<file path="src/rtl/sparse_pair_gather.sv">
// sparse_pair_gather: feeder for the unstructured-sparse dot-product unit.
// Takes one compressed tile per side (nonzero bitmap plus packed nonzero
// values), walks the matched positions in ascending order and emits one
// operand pair per enabled cycle, with a 2-bit presence qualifier and an
// end-of-tile marker.
// Optional build macro: UNION_MODE_EN -- walk the union of the bitmaps
// instead of the intersection and report per-operand presence, driving an
// absent operand as 0.
module sparse_pair_gather #(
  parameter int DW_DATA = 8,
  parameter int VEC_LEN = 8,
  parameter int IDX_W   = 3
) (
  input  logic                       clk,
  input  logic                       reset,
  input  logic                       enable,
  input  logic                       tile_valid,
  output logic                       tile_ready,
  input  logic [VEC_LEN-1:0]         bmp_a,
  input  logic [VEC_LEN-1:0]         bmp_b,
  input  logic [VEC_LEN*DW_DATA-1:0] val_a,
  input  logic [VEC_LEN*DW_DATA-1:0] val_b,
  output logic [DW_DATA-1:0]         out_a,
  output logic [DW_DATA-1:0]         out_b,
  output logic [1:0]                 out_valid,
  output logic [IDX_W-1:0]           out_idx,
  output logic                       out_last,
  output logic                       busy
);

  typedef enum logic {
    S_IDLE = 1'b0,
    S_RUN  = 1'b1
  } state_t;

  state_t                     r_state;
  logic [VEC_LEN-1:0]         r_bmp_a;
  logic [VEC_LEN-1:0]         r_bmp_b;
  logic [VEC_LEN*DW_DATA-1:0] r_val_a;
  logic [VEC_LEN*DW_DATA-1:0] r_val_b;
  logic [VEC_LEN-1:0]         r_pending;
  logic                       r_tile_ready;
  logic                       r_busy;
  logic [DW_DATA-1:0]         r_out_a;
  logic [DW_DATA-1:0]         r_out_b;
  logic [1:0]                 r_out_valid;
  logic [IDX_W-1:0]           r_out_idx;
  logic                       r_out_last;

  logic [VEC_LEN-1:0]         w_accept_mask;
  logic [IDX_W-1:0]           w_idx;
  logic [IDX_W-1:0]           w_cnt_a;
  logic [IDX_W-1:0]           w_cnt_b;
  logic [VEC_LEN-1:0]         w_pending_next;
  logic                       w_has_a;
  logic                       w_has_b;
  logic [DW_DATA-1:0]         w_op_a;
  logic [DW_DATA-1:0]         w_op_b;

  // Positions to visit for a newly presented tile.
  always_comb begin
`ifdef UNION_MODE_EN
    w_accept_mask = bmp_a | bmp_b;
`else
    w_accept_mask = bmp_a & bmp_b;
`endif
  end

  // Pick the lowest pending position and fetch its packed operands.
  always_comb begin
    // NOTE: every combinational output gets a default first so no path
    // leaves it unassigned, which would otherwise infer a latch.
    w_idx   = '0;
    w_cnt_a = '0;
    w_cnt_b = '0;
    // Scan from the top down so the last hit is the lowest set bit.
    for (int i = VEC_LEN - 1; i >= 0; i--) begin
      if (r_pending[i]) w_idx = IDX_W'(i);
    end
    // Rank of position w_idx within each bitmap = packed entry number.
    for (int i = 0; i < VEC_LEN - 1; i++) begin
      if (IDX_W'(i) < w_idx) begin
        w_cnt_a = w_cnt_a + {{(IDX_W-1){1'b0}}, r_bmp_a[i]};
        w_cnt_b = w_cnt_b + {{(IDX_W-1){1'b0}}, r_bmp_b[i]};
      end
    end
    w_pending_next        = r_pending;
    w_pending_next[w_idx] = 1'b0;
    w_has_a = r_bmp_a[w_idx];
    w_has_b = r_bmp_b[w_idx];
    w_op_a  = w_has_a ? r_val_a[w_cnt_a*DW_DATA +: DW_DATA] : '0;
    w_op_b  = w_has_b ? r_val_b[w_cnt_b*DW_DATA +: DW_DATA] : '0;
  end

  // Tile acceptance, pair sequencing and registered outputs.
  always_ff @(posedge clk or posedge reset) begin
    if (reset) begin
      // NOTE: the tile store is a handful of flops, not a RAM, so it is
      // cleared on reset like every other register.
      r_state      <= S_IDLE;
      r_bmp_a      <= '0;
      r_bmp_b      <= '0;
      r_val_a      <= '0;
      r_val_b      <= '0;
      r_pending    <= '0;
      r_tile_ready <= 1'b1;
      r_busy       <= 1'b0;
      r_out_a      <= '0;
      r_out_b      <= '0;
      r_out_valid  <= 2'b00;
      r_out_idx    <= '0;
      r_out_last   <= 1'b0;
    end else begin
      // NOTE: non-blocking assignments so every register here samples the
      // pre-edge value of the others, independent of statement order.
      case (r_state)
        S_IDLE: begin
          r_out_valid <= 2'b00;
          r_out_last  <= 1'b0;
          if (tile_valid) begin
            r_bmp_a      <= bmp_a;
            r_bmp_b      <= bmp_b;
            r_val_a      <= val_a;
            r_val_b      <= val_b;
            r_pending    <= w_accept_mask;
            r_state      <= S_RUN;
            r_tile_ready <= 1'b0;
            r_busy       <= 1'b1;
          end
        end
        S_RUN: begin
          if (!enable) begin
            // Stall: drop the qualifiers so a held pair is never re-counted.
            r_out_valid <= 2'b00;
            r_out_last  <= 1'b0;
          end else if (r_pending == '0) begin
            // Nothing matched: one marker cycle closes the tile.
            r_out_a      <= '0;
            r_out_b      <= '0;
            r_out_valid  <= 2'b00;
            r_out_idx    <= '0;
            r_out_last   <= 1'b1;
            r_state      <= S_IDLE;
            r_tile_ready <= 1'b1;
            r_busy       <= 1'b0;
          end else begin
            r_out_a     <= w_op_a;
            r_out_b     <= w_op_b;
            r_out_valid <= {w_has_a, w_has_b};
            r_out_idx   <= w_idx;
            r_out_last  <= (w_pending_next == '0);
            r_pending   <= w_pending_next;
            if (w_pending_next == '0) begin
              r_state      <= S_IDLE;
              r_tile_ready <= 1'b1;
              r_busy       <= 1'b0;
            end
          end
        end
        default: begin
          r_state      <= S_IDLE;
          r_tile_ready <= 1'b1;
          r_busy       <= 1'b0;
        end
      endcase
    end
  end

  assign tile_ready = r_tile_ready;
  assign busy       = r_busy;
  assign out_a      = r_out_a;
  assign out_b      = r_out_b;
  assign out_valid  = r_out_valid;
  assign out_idx    = r_out_idx;
  assign out_last   = r_out_last;

endmodule
</file>
<file path="config.mk">
export PLATFORM = sky130hd
export DESIGN_NAME = sparse_pair_gather
export DESIGN_NICKNAME = d
export VERILOG_FILES = /design/src/rtl/sparse_pair_gather.sv
export SDC_FILE = /design/constraint.sdc
export NUM_CORES = 1
export LEC_CHECK = 0
export ABC_AREA = 1
export BUFFER_PORTS_ARGS = -buffer_cell sky130_fd_sc_hd__clkbuf_2
export CAP_MARGIN = 20
export CORE_MARGIN = 10
export CORE_UTILIZATION = 60
export CTS_BUF_LIST = sky130_fd_sc_hd__clkbuf_8
export DETAILED_ROUTE_END_ITERATION = 8
export PLACE_DENSITY = 0.85
export SLEW_MARGIN = 30
export SYNTH_ARGS = -nofsm -noshare
export SYNTH_HDL_FRONTEND = slang
export SYNTH_SLANG_ARGS = --single-unit
export TNS_END_PERCENT = 100
</file>
<file path="constraint.sdc">
create_clock -name clk -period 12.13 [get_ports clk]
set_input_delay 0 -clock clk [delete_from_list [all_inputs] [get_ports clk]]
set_output_delay 0 -clock clk [all_outputs]
set_load 0.02 [all_outputs]
</file>
==> summary.txt, run 1 <==
Setup violations, final -> 0
Synth Flop Type -> dfrtp_1
register area -> 0.00443 mm²
most frequent cell after synthesis -> nand2_1
number of buffers added on ports -> 171
Hold-fix buffers, CTS -> 148
post-CTS setup repair buffer count -> 0
CTS resizes -> 0
Vias/cell -> 5.62
CTS tree -> built
die area -> 0.0214 mm²
Routed Antenna Nets -> 0
Tot GR Track Use -> 0.285
Final Critical Period -> 6.05 ns
Hold WC Path Type -> primary input to async pin
yosys warns -> 0
Routed wire per std cell -> 17.9 µm
most area-consuming cells after synthesis -> dfrtp_1 46%, nand2_1 13%, nand3_1 10%
Final Util -> 0.782
io pins -> 172
WL final -> 31100 µm
Clock Skews -> 0.0207 ns
initial antenna violation count -> 1
Worst setup EP type -> register
Fill cells -> 1076
Yosys cell types -> 44
gr busiest metal -> met2
footprint of the multi-input gates -> 0.00416 mm²
routed vias -> 9770
Synthesized Nets -> 1391
critical path's largest stage delay -> 0.73 ns
Nets -> 1677
Synth Register Bits -> 177
status -> finished clean
die width -> 146 µm
Max clock buf depth -> 2
area leader, netlist -> dfrtp_1
Crit Path Max Fanout -> 25
DRC -> 0
worst skew pair latency -> 0.49 ns
GR Util met3 -> 0.0535
Die H -> 146 µm
root buf cell -> clkbuf_8
pin count of the biggest net entering global routing -> 177
kind of critical path -> register to register
post-synth top area share -> 0.460
Final Max Tran Viols -> 0
top cells by count, synth -> 319 x nand2_1, 191 x nand3_1, 176 x dfrtp_1
Seq/Total Area, Yosys -> 0.463
RSZ-0062 raised after global routing -> no
GP Congestion -> 0.899
vias in the first global route -> 9615
CP startpoint kind -> register
Post-synth EDFFs -> 0
Async S/R FF share, synth -> 1.00
setup TNS -> 0 ns
fmax -> 0.165 GHz
Core Area -> 0.0158 mm²
WP data arrival -> 6.48 ns
Fin. Hold Viols -> 0
Syn Std Cell Area -> 0.00958 mm²
Pre-Repair DR Iteration Count -> 9
initial drt markers -> 1177
met2 global-route usage -> 0.471
Slew @ Worst Pin -> 0.993 ns
Inserted Clock Buffers -> 17
total grt overflow -> 0
clock sink count -> 177
post-DP HPWL -> 19200 µm
Starting Density -> 0.607
Slew HR -> 0.337
Reg clk slew, reported paths -> 0.11 ns
CP Data Required Time -> 12.56 ns
num rows -> 46
H-tree levels -> 4
MaxCap Viol Count -> 0
Synth Area per Inst -> 7.85 µm²
synthesized instance count -> 1221
share of cells above drive strength 1 -> 0.188
global-route met1 utilization -> 0.355
Final period util -> 0.498
area grow syn2layout -> 28.8%
first-pass GRT wire length -> 49900 µm
Crit path top cell by count -> nand2_1
slowest CP cell -> nand2_1
## registers in the layout, summed over array words and instances (netlist names)
register	count
out_valid	2
tile_ready	1
busy	1
r_pending	8
r_state	1
r_bmp_b	8
out_last	1
out_idx	3
r_val_a	64
out_b	8
r_bmp_a	8
out_a	8
r_val_b	64
## final timing paths
path                              start          end  slack (ns)  cells after the start
setup / recovery           r_pending[5]     out_b[6]        6.08                     34
hold / removal                    reset   r_val_a[8]        0.24                      3
setup reg to reg           r_pending[5]     out_b[6]        6.08                     34
hold reg to reg                out_a[0]     out_a[0]        0.51                      2
max in group asynchronous         reset  r_val_b[31]       10.71                      4
min in group clk               val_a[8]   r_val_a[8]        0.26                      4
## area by class of cell
type	instances	area share
Sequential cell	177	0.359
Clock buffer	18	0.0201
Tap cell	216	0.0219
Multi-Input combinational cell	802	0.337
Antenna cell	1	0.000203
Inverter	186	0.0588
Clock inverter	14	0.0105
Timing Repair Buffer	323	0.192
## cells by family after synthesis
group,Yosys count,synth area share
buffers and inverters,242,0.104
and+or+nand+nor,581,0.289
adders and majority gates,22,0.0287
xor gates and xnor gates,11,0.0116
DFF,177,0.463
AOI/OAI and AO/OA,188,0.104
## worst max-delay path: cells and delay by family (launching register included)
kind,cells,cell delay [ns]
AND/OR/NAND/NOR,25,3.64
adder cells (fa/ha/maj),6,1.67
flip-flops,1,0.43
buffers and inverters,3,0.23
## per-layer routing
layer  part of all wire  routed length (µm)  up-vias
met5                  0                   0        -
met4              0.040                1250        0
met3              0.086                2670      115
met2               0.49               15100      597
met1               0.39               12100     4568
li1                   -                   -     4490
## through the flow
step                std cells  cell area (µm²)  hold slack [ns]  worst slack, ns
floorplan                1221             9580            0.121             7.16
global placement         1556            10500            0.205             6.27
detailed placement       1556            10500            0.211             6.24
CTS                      1736            12300            0.243             6.19
global route             1737            12300            0.279             5.57
finish                   1737            12300            0.241             6.08
## cell usage in the layout (no fill, tap or decap), types with 4 or more instances in the layout
master	netlist	layout
or2_2	6	6
dlygate4sd3_1	0	148
inv_6	1	4
dfrtp_1	176	176
inv_4	4	4
nand2_2	12	12
nand2_4	10	10
clkinvlp_4	0	4
clkbuf_8	0	18
or2_1	4	4
ha_1	22	22
nand3_1	191	191
nor2_1	7	7
xor2_1	6	6
nand2_1	319	319
inv_1	170	169
nand3_2	13	13
o22ai_1	6	6
inv_2	10	10
clkbuf_2	0	171
o21ai_0	168	168
Power of run 1 is left out: the tool's default activity adds up to more than one toggle a clock period on the data nets, which glitch-free logic cannot reach.
==> inputs of run 2 (changes only) <==
--- a/config.mk
+++ b/config.mk
@@ -5,14 +5,14 @@
 export SDC_FILE = /design/constraint.sdc
 export NUM_CORES = 1
 export LEC_CHECK = 0
-export ABC_AREA = 1
+export ABC_AREA = 0
 export BUFFER_PORTS_ARGS = -buffer_cell sky130_fd_sc_hd__clkbuf_2
 export CAP_MARGIN = 20
 export CORE_MARGIN = 10
-export CORE_UTILIZATION = 60
+export CORE_UTILIZATION = 58
 export CTS_BUF_LIST = sky130_fd_sc_hd__clkbuf_8
 export DETAILED_ROUTE_END_ITERATION = 8
-export PLACE_DENSITY = 0.85
+export PLACE_DENSITY = 0.83
 export SLEW_MARGIN = 30
 export SYNTH_ARGS = -nofsm -noshare
 export SYNTH_HDL_FRONTEND = slang
==> constraint.sdc (replaced) <==
create_clock -name clk -period 6 [get_ports clk]
set_input_delay 0 -clock clk [delete_from_list [all_inputs] [get_ports clk]]
set_output_delay 0 -clock clk [all_outputs]
set_load 0.02 [all_outputs]
==> run 2 against run 1 <==
Fmax grew 0.79%. Via count shrank 0.45%. Critical path depth shrank 4. First-iteration DRC count grew 23%. Die area is essentially flat. Synthesized cell count shrank 15%. Area after synthesis shrank 3.3%. Clock-buffer cell count is the same. Routed wire length grew 12%. Cell count shrank 8.3%. Setup slack lost 6.1 ns.
==> summary.txt, run 2 <==
critical path's largest stage delay -> 0.40 ns
R2R setup slack -> 0.002 ns
num rows -> 46
share of cells above drive strength 1 -> 0.249
slowest CP cell -> dfrtp_1
Slew HR -> 0.257
Synth Register Bits -> 177
Inserted Clock Buffers -> 17
routed vias -> 9726
Routed wire per std cell -> 21.8 µm
Crit Path Max Fanout -> 7
number of buffers added on ports -> 171
initial drt markers -> 1442
vias in the first global route -> 9731
Vias/cell -> 6.11
Worst R2R End -> out_b[1]
Syn Std Cell Area -> 0.00926 mm²
area grow syn2layout -> 36.9%
fmax -> 0.167 GHz
post-synth top area share -> 0.476
commonest non-fill, non-tap cells in the layout -> 481 x nand2_1, 173 x dfrtp_1, 171 x clkbuf_2, 147 x dlygate4sd3_1, 45 x mux2i_1
Synth Flop Type -> dfrtp_1
Seq/Total Area, Yosys -> 0.479
Pre-Repair DR Iteration Count -> 9
Final Max Tran Viols -> 0
Core Area -> 0.0158 mm²
WL final -> 34700 µm
pin count of the biggest net entering global routing -> 102
Yosys cell types -> 73
final non-filler cell total -> 1593
CP startpoint kind -> register
most frequent cell after synthesis -> nand2_1
WP data arrival -> 6.37 ns
status -> finished clean
Clock Skews -> 0.0126 ns
Hold WC Path Type -> primary input to async pin
root buf cell -> clkbuf_8
area leader, netlist -> dfrtp_1
Starting Density -> 0.587
Synthesized Nets -> 1204
Fill cells -> 921
Largest regs -> r_val_a: 64 flops, r_val_b: 64 flops
first-pass GRT wire length -> 51700 µm
DRC -> 0
Max VDD drop -> 657 µV
Nets -> 1530
Tot Pwr -> 9.16 mW
pwr/cell area -> 723 mW/mm²
Setup violations, final -> 0
Max clock buf depth -> 2
Reg clk slew, reported paths -> 0.10 ns
worst reg2reg startpoint -> r_pending[7]
Fin. Hold Viols -> 0
initial antenna violation count -> 4
synthesized instance count -> 1034
Slew @ Worst Pin -> 1.11 ns
die area -> 0.0214 mm²
clock sink count -> 177
io pins -> 172
Post-synth EDFFs -> 0
most common cell after layout, fill and taps aside -> nand2_1
CTS tree -> built
total grt overflow -> 0
MaxCap Viol Count -> 0
Async S/R FF share, synth -> 1.00
GP Congestion -> 0.960
Reg2Reg Depth -> 30
most area-consuming cells after synthesis -> dfrtp_1 48%, nand2_1 20%, mux2i_1 4.9%
kind of critical path -> register to register
H-tree levels -> 4
post-DP HPWL -> 18900 µm
Die H -> 146 µm
CP Data Required Time -> 6.37 ns
worst skew pair latency -> 0.47 ns
Crit path top cell by count -> ha_4
Final Critical Period -> 6.00 ns
Tot GR Track Use -> 0.301
top cells by count, synth -> 484 x nand2_1, 176 x dfrtp_1, 45 x clkbuf_1, 45 x mux2i_1, 29 x mux2_2
Routed Antenna Nets -> 0
Worst setup EP type -> register
die width -> 146 µm
leak pwr -> 6.47 nW
Synth Area per Inst -> 8.95 µm²
Final period util -> 1.00
yosys warns -> 0
Post-Place Cells -> 1396
-- run 2: repair_timing --
action	CTS	global route
gates resized for setup	1	60
cloned	0	1
hold endpoints to repair	245	0
hold buffers	147	0
buffers inserted	0	13
endpoints found under the setup margin	3	16
pin swaps	0	31
-- run 2: worst max path at each step --
| stage | start | endpoint | slack [ns] | cells past startpoint |
|---|---|---|---|---|
| 6_report | r_pending[7] | out_b[1] | 0.002 | 30 |
| 3_3_place_gp | r_pending[7] | out_b[6] | 0.14 | 29 |
| 5_1_grt | r_pending[7] | out_b[1] | -0.29 | 30 |
| 4_1_cts | r_pending[7] | out_a[4] | 0.001 | 27 |
| 2_1_floorplan | r_pending[4] | out_a[0] | 0.02 | 28 |
| 3_5_place_dp | r_pending[7] | out_a[4] | -0.01 | 27 |
-- run 2: cell families (layout without fill, tap and decap cells) --
kind of cell    count (synthesis)  count (layout)  synth area share
compound gates                126             126             0.101
xor+xnor                        9               9            0.0115
buf+inv                        67             405            0.0350
other cells                     0               5                 0
flops                         177             177             0.479
mux                            83              83             0.105
fa+ha+maj                      22              22            0.0297
simple gates                  550             550             0.239
-- run 2: routing by layer --
| layer | GRT usage | part of all wire | vias up |
|---|---|---|---|
| met5 | 0 | 0 | - |
| met4 | 0.170 | 0.073 | 0 |
| met3 | 0.0708 | 0.092 | 229 |
| met2 | 0.527 | 0.49 | 754 |
| met1 | 0.329 | 0.34 | 4603 |
| li1 | - | - | 4140 |
-- run 2: cell type report --
cell class	instances	area (µm²)	share of cell area
antenna	5	12.5	0.000987
clock buffer	18	248	0.0195
clock inverter	13	138	0.0109
inverter	7	31.3	0.00247
multi-input combinational	790	4750	0.375
sequential	177	4430	0.350
tap	216	270	0.0213
timing repair buffer	367	2790	0.220
-- run 2: through the flow --
stage / setup TNS, ns / setup WS [ns] / hold WS, ns / cell area, µm² / util
5_1_grt: -2.90 / -0.290 / 0.266 / 12700 / 0.804
3_3_place_gp: 0 / 0.142 / 0.190 / 10400 / 0.659
2_1_floorplan: 0 / 0.0168 / 0.105 / 9270 / -
4_1_cts: 0 / 0.00116 / 0.243 / 12300 / 0.779
3_5_place_dp: -0.0123 / -0.0109 / 0.192 / 10400 / 0.662
6_report: 0 / 0.00210 / 0.226 / 12700 / 0.804
-- run 2: where the power goes --
group | internal [mW] | switching, mW
Sequential | 1.72 | 0.435
Clock | 0.379 | 0.461
Combinational | 2.82 | 3.35
Total | 4.92 | 4.25
-- run 2: worst max-delay path, delay by kind of cell (launching register included) --
kind	cells	cell delay, ns
and+or+nand+nor	8	0.76
muxes	3	0.68
xor gates and xnor gates	2	0.32
buffers and inverters	2	0.39
AOI/OAI and AO/OA	9	1.79
adders and majority gates	6	1.56
DFF	1	0.40
No activity file was read; power rests on OpenSTA's default activity.
==> inputs of run 3 (changes only) <==
--- a/config.mk
+++ b/config.mk
@@ -9,10 +9,10 @@
 export BUFFER_PORTS_ARGS = -buffer_cell sky130_fd_sc_hd__clkbuf_2
 export CAP_MARGIN = 20
 export CORE_MARGIN = 10
-export CORE_UTILIZATION = 58
+export CORE_UTILIZATION = 60
 export CTS_BUF_LIST = sky130_fd_sc_hd__clkbuf_8
 export DETAILED_ROUTE_END_ITERATION = 8
-export PLACE_DENSITY = 0.83
+export PLACE_DENSITY = 0.85
 export SLEW_MARGIN = 30
 export SYNTH_ARGS = -nofsm -noshare
 export SYNTH_HDL_FRONTEND = slang
==> constraint.sdc (replaced) <==
create_clock -name clk -period 7.6 [get_ports clk]
set_input_delay 0 -clock clk [delete_from_list [all_inputs] [get_ports clk]]
set_output_delay 0 -clock clk [all_outputs]
set_load 0.02 [all_outputs]
==> run 3 against run 2 <==
Register-to-register slack better by 0.90 ns. Routed wire length fell by 4.9%. Clock skew up 0.0077 ns. Sequential power is 22% lower. Cell count decreased by 4.1%. First-iteration DRC count is 27% lower. Largest power group unchanged. Combinational power decreased by 34%. Hold slack lost 0.054 ns. Critical path depth is 5 lower. Total power down 30%.
==> summary.txt, run 3 (synthesized netlist as in run 2, its figures left out) <==
Routed Antenna Nets -> 0
clock sink count -> 177
area grow syn2layout -> 30.2%
setup TNS -> 0 ns
GP Congestion -> 0.996
Tot Pwr -> 6.44 mW
leak pwr -> 6.23 nW
post-DP HPWL -> 18200 µm
WL final -> 33000 µm
Clock Skews -> 0.0203 ns
slowest CP cell -> a31oi_1
die width -> 144 µm
Core Area -> 0.0151 mm²
H-tree levels -> 4
final instance area -> 0.0121 mm²
io pins -> 172
Die H -> 144 µm
Final Critical Period -> 6.70 ns
initial drt markers -> 1054
Final period util -> 0.882
root buf cell -> clkbuf_8
Worst Path Buf+Inv -> 0
vias in the first global route -> 9765
Inserted Clock Buffers -> 17
CP Data Required Time -> 7.95 ns
fmax -> 0.149 GHz
Tot GR Track Use -> 0.322
Reg clk slew, reported paths -> 0.11 ns
number of buffers added on ports -> 171
Routed wire per std cell -> 21.6 µm
first-pass GRT wire length -> 51700 µm
CP delay by family, top -> compound AO/OA/AOI/OAI gates
critical path's largest stage delay -> 0.61 ns
CP startpoint kind -> register
Fill cells -> 894
most common cell after layout, fill and taps aside -> nand2_1
RSZ-0062 raised after global routing -> no
DRC -> 0
CTS resizes -> 0
Crit Path Max Fanout -> 18
MaxCap Viol Count -> 0
num rows -> 45
Starting Density -> 0.611
worst skew pair latency -> 0.49 ns
Hold WC Path Type -> primary input to async pin
Worst setup EP type -> register
total grt overflow -> 0
Max clock buf depth -> 2
Vias/cell -> 6.07
pin count of the biggest net entering global routing -> 117
pwr/cell area -> 534 mW/mm²
initial antenna violation count -> 3
WP data arrival -> 7.05 ns
status -> finished clean
Slew @ Worst Pin -> 0.921 ns
Placed Area -> 0.0102 mm²
Final Max Tran Viols -> 0
Setup violations, final -> 0
share of cells above drive strength 1 -> 0.204
Largest regs -> r_val_a: 64 flops, r_val_b: 64 flops
Slew HR -> 0.385
CTS tree -> built
Nets -> 1492
Crit path top cell by count -> ha_1
kind of critical path -> register to register
final non-filler cell total -> 1528
commonest non-fill, non-tap cells in the layout -> 483 x nand2_1, 176 x dfrtp_1, 171 x clkbuf_2, 147 x dlygate4sd3_1, 45 x mux2i_1
Max VDD drop -> 399 µV
Pre-Repair DR Iteration Count -> 6
die area -> 0.0208 mm²
Post-Place Cells -> 1344
Fin. Hold Viols -> 0
routed vias -> 9277
[run 3: cell types whose count changed in the layout (fill, tap and decap cells not counted), moves of 5 or more]
| cell | previous run | this run |
|---|---|---|
| ha_1 | 14 | 22 |
| ha_4 | 5 | 0 |
| mux2_4 | 9 | 0 |
| o21ai_0 | 22 | 27 |
| mux2_2 | 21 | 29 |
| buf_4 | 40 | 9 |
[run 3: power breakdown]
group          switching (mW)  internal [mW]  leakage [nW]  total (mW)
combinational            2.32           1.76          3.80        4.09
sequential              0.337           1.36          2.23        1.69
clock                   0.403          0.252         0.201       0.655
total                    3.06           3.37          6.23        6.44
[run 3: layer usage]
layer / wire length (µm) / track usage / vias up
li1: - / - / 4060
met1: 11500 / 0.350 / 4408
met2: 16800 / 0.555 / 636
met3: 2500 / 0.0767 / 173
met4: 2140 / 0.204 / 0
met5: 0 / 0 / -
[run 3: final timing paths]
kind                         startpoint          end  slack (ns)  cells past startpoint
min reg2reg                  out_idx[1]   out_idx[1]        0.48                      2
max in group asynchronous         reset   r_bmp_b[1]        6.09                      4
min in group clk              val_b[20]  r_val_b[20]        0.24                      4
max                        r_pending[1]     out_a[6]        0.90                     25
min                               reset  r_val_b[46]        0.17                      3
max reg2reg                r_pending[1]     out_a[6]        0.90                     25
[run 3: through the flow]
step,setup WS [ns],hold slack (ns),utilization
CTS,1.00,0.227,0.795
finish,0.901,0.172,0.796
detailed placement,1.04,0.192,0.672
floorplan,1.51,0.105,-
global placement,1.17,0.191,0.671
global route,0.420,0.229,0.796
[run 3: area by class of cell]
cell class | count | area [µm²] | area share
flip-flops and latches | 177 | 4430 | 0.367
well taps | 188 | 235 | 0.0195
clock inverters | 14 | 143 | 0.0118
inverters | 7 | 33.8 | 0.00280
clock buffers | 18 | 248 | 0.0205
multi-input cells | 790 | 4530 | 0.376
diodes | 5 | 12.5 | 0.00104
repair buffers | 329 | 2430 | 0.201
[run 3: worst min-delay path, cell delays in order]
cell and delay, ns:
dlygate4sd3_1 0.54, clkbuf_2 0.15, inv_8 0.50
[run 3: timing repair]
action / 4_1_cts / 5_1_grt
endpoints found under the hold margin: 270 / 0
hold buffers: 147 / 0
setup buffers: 0 / 0
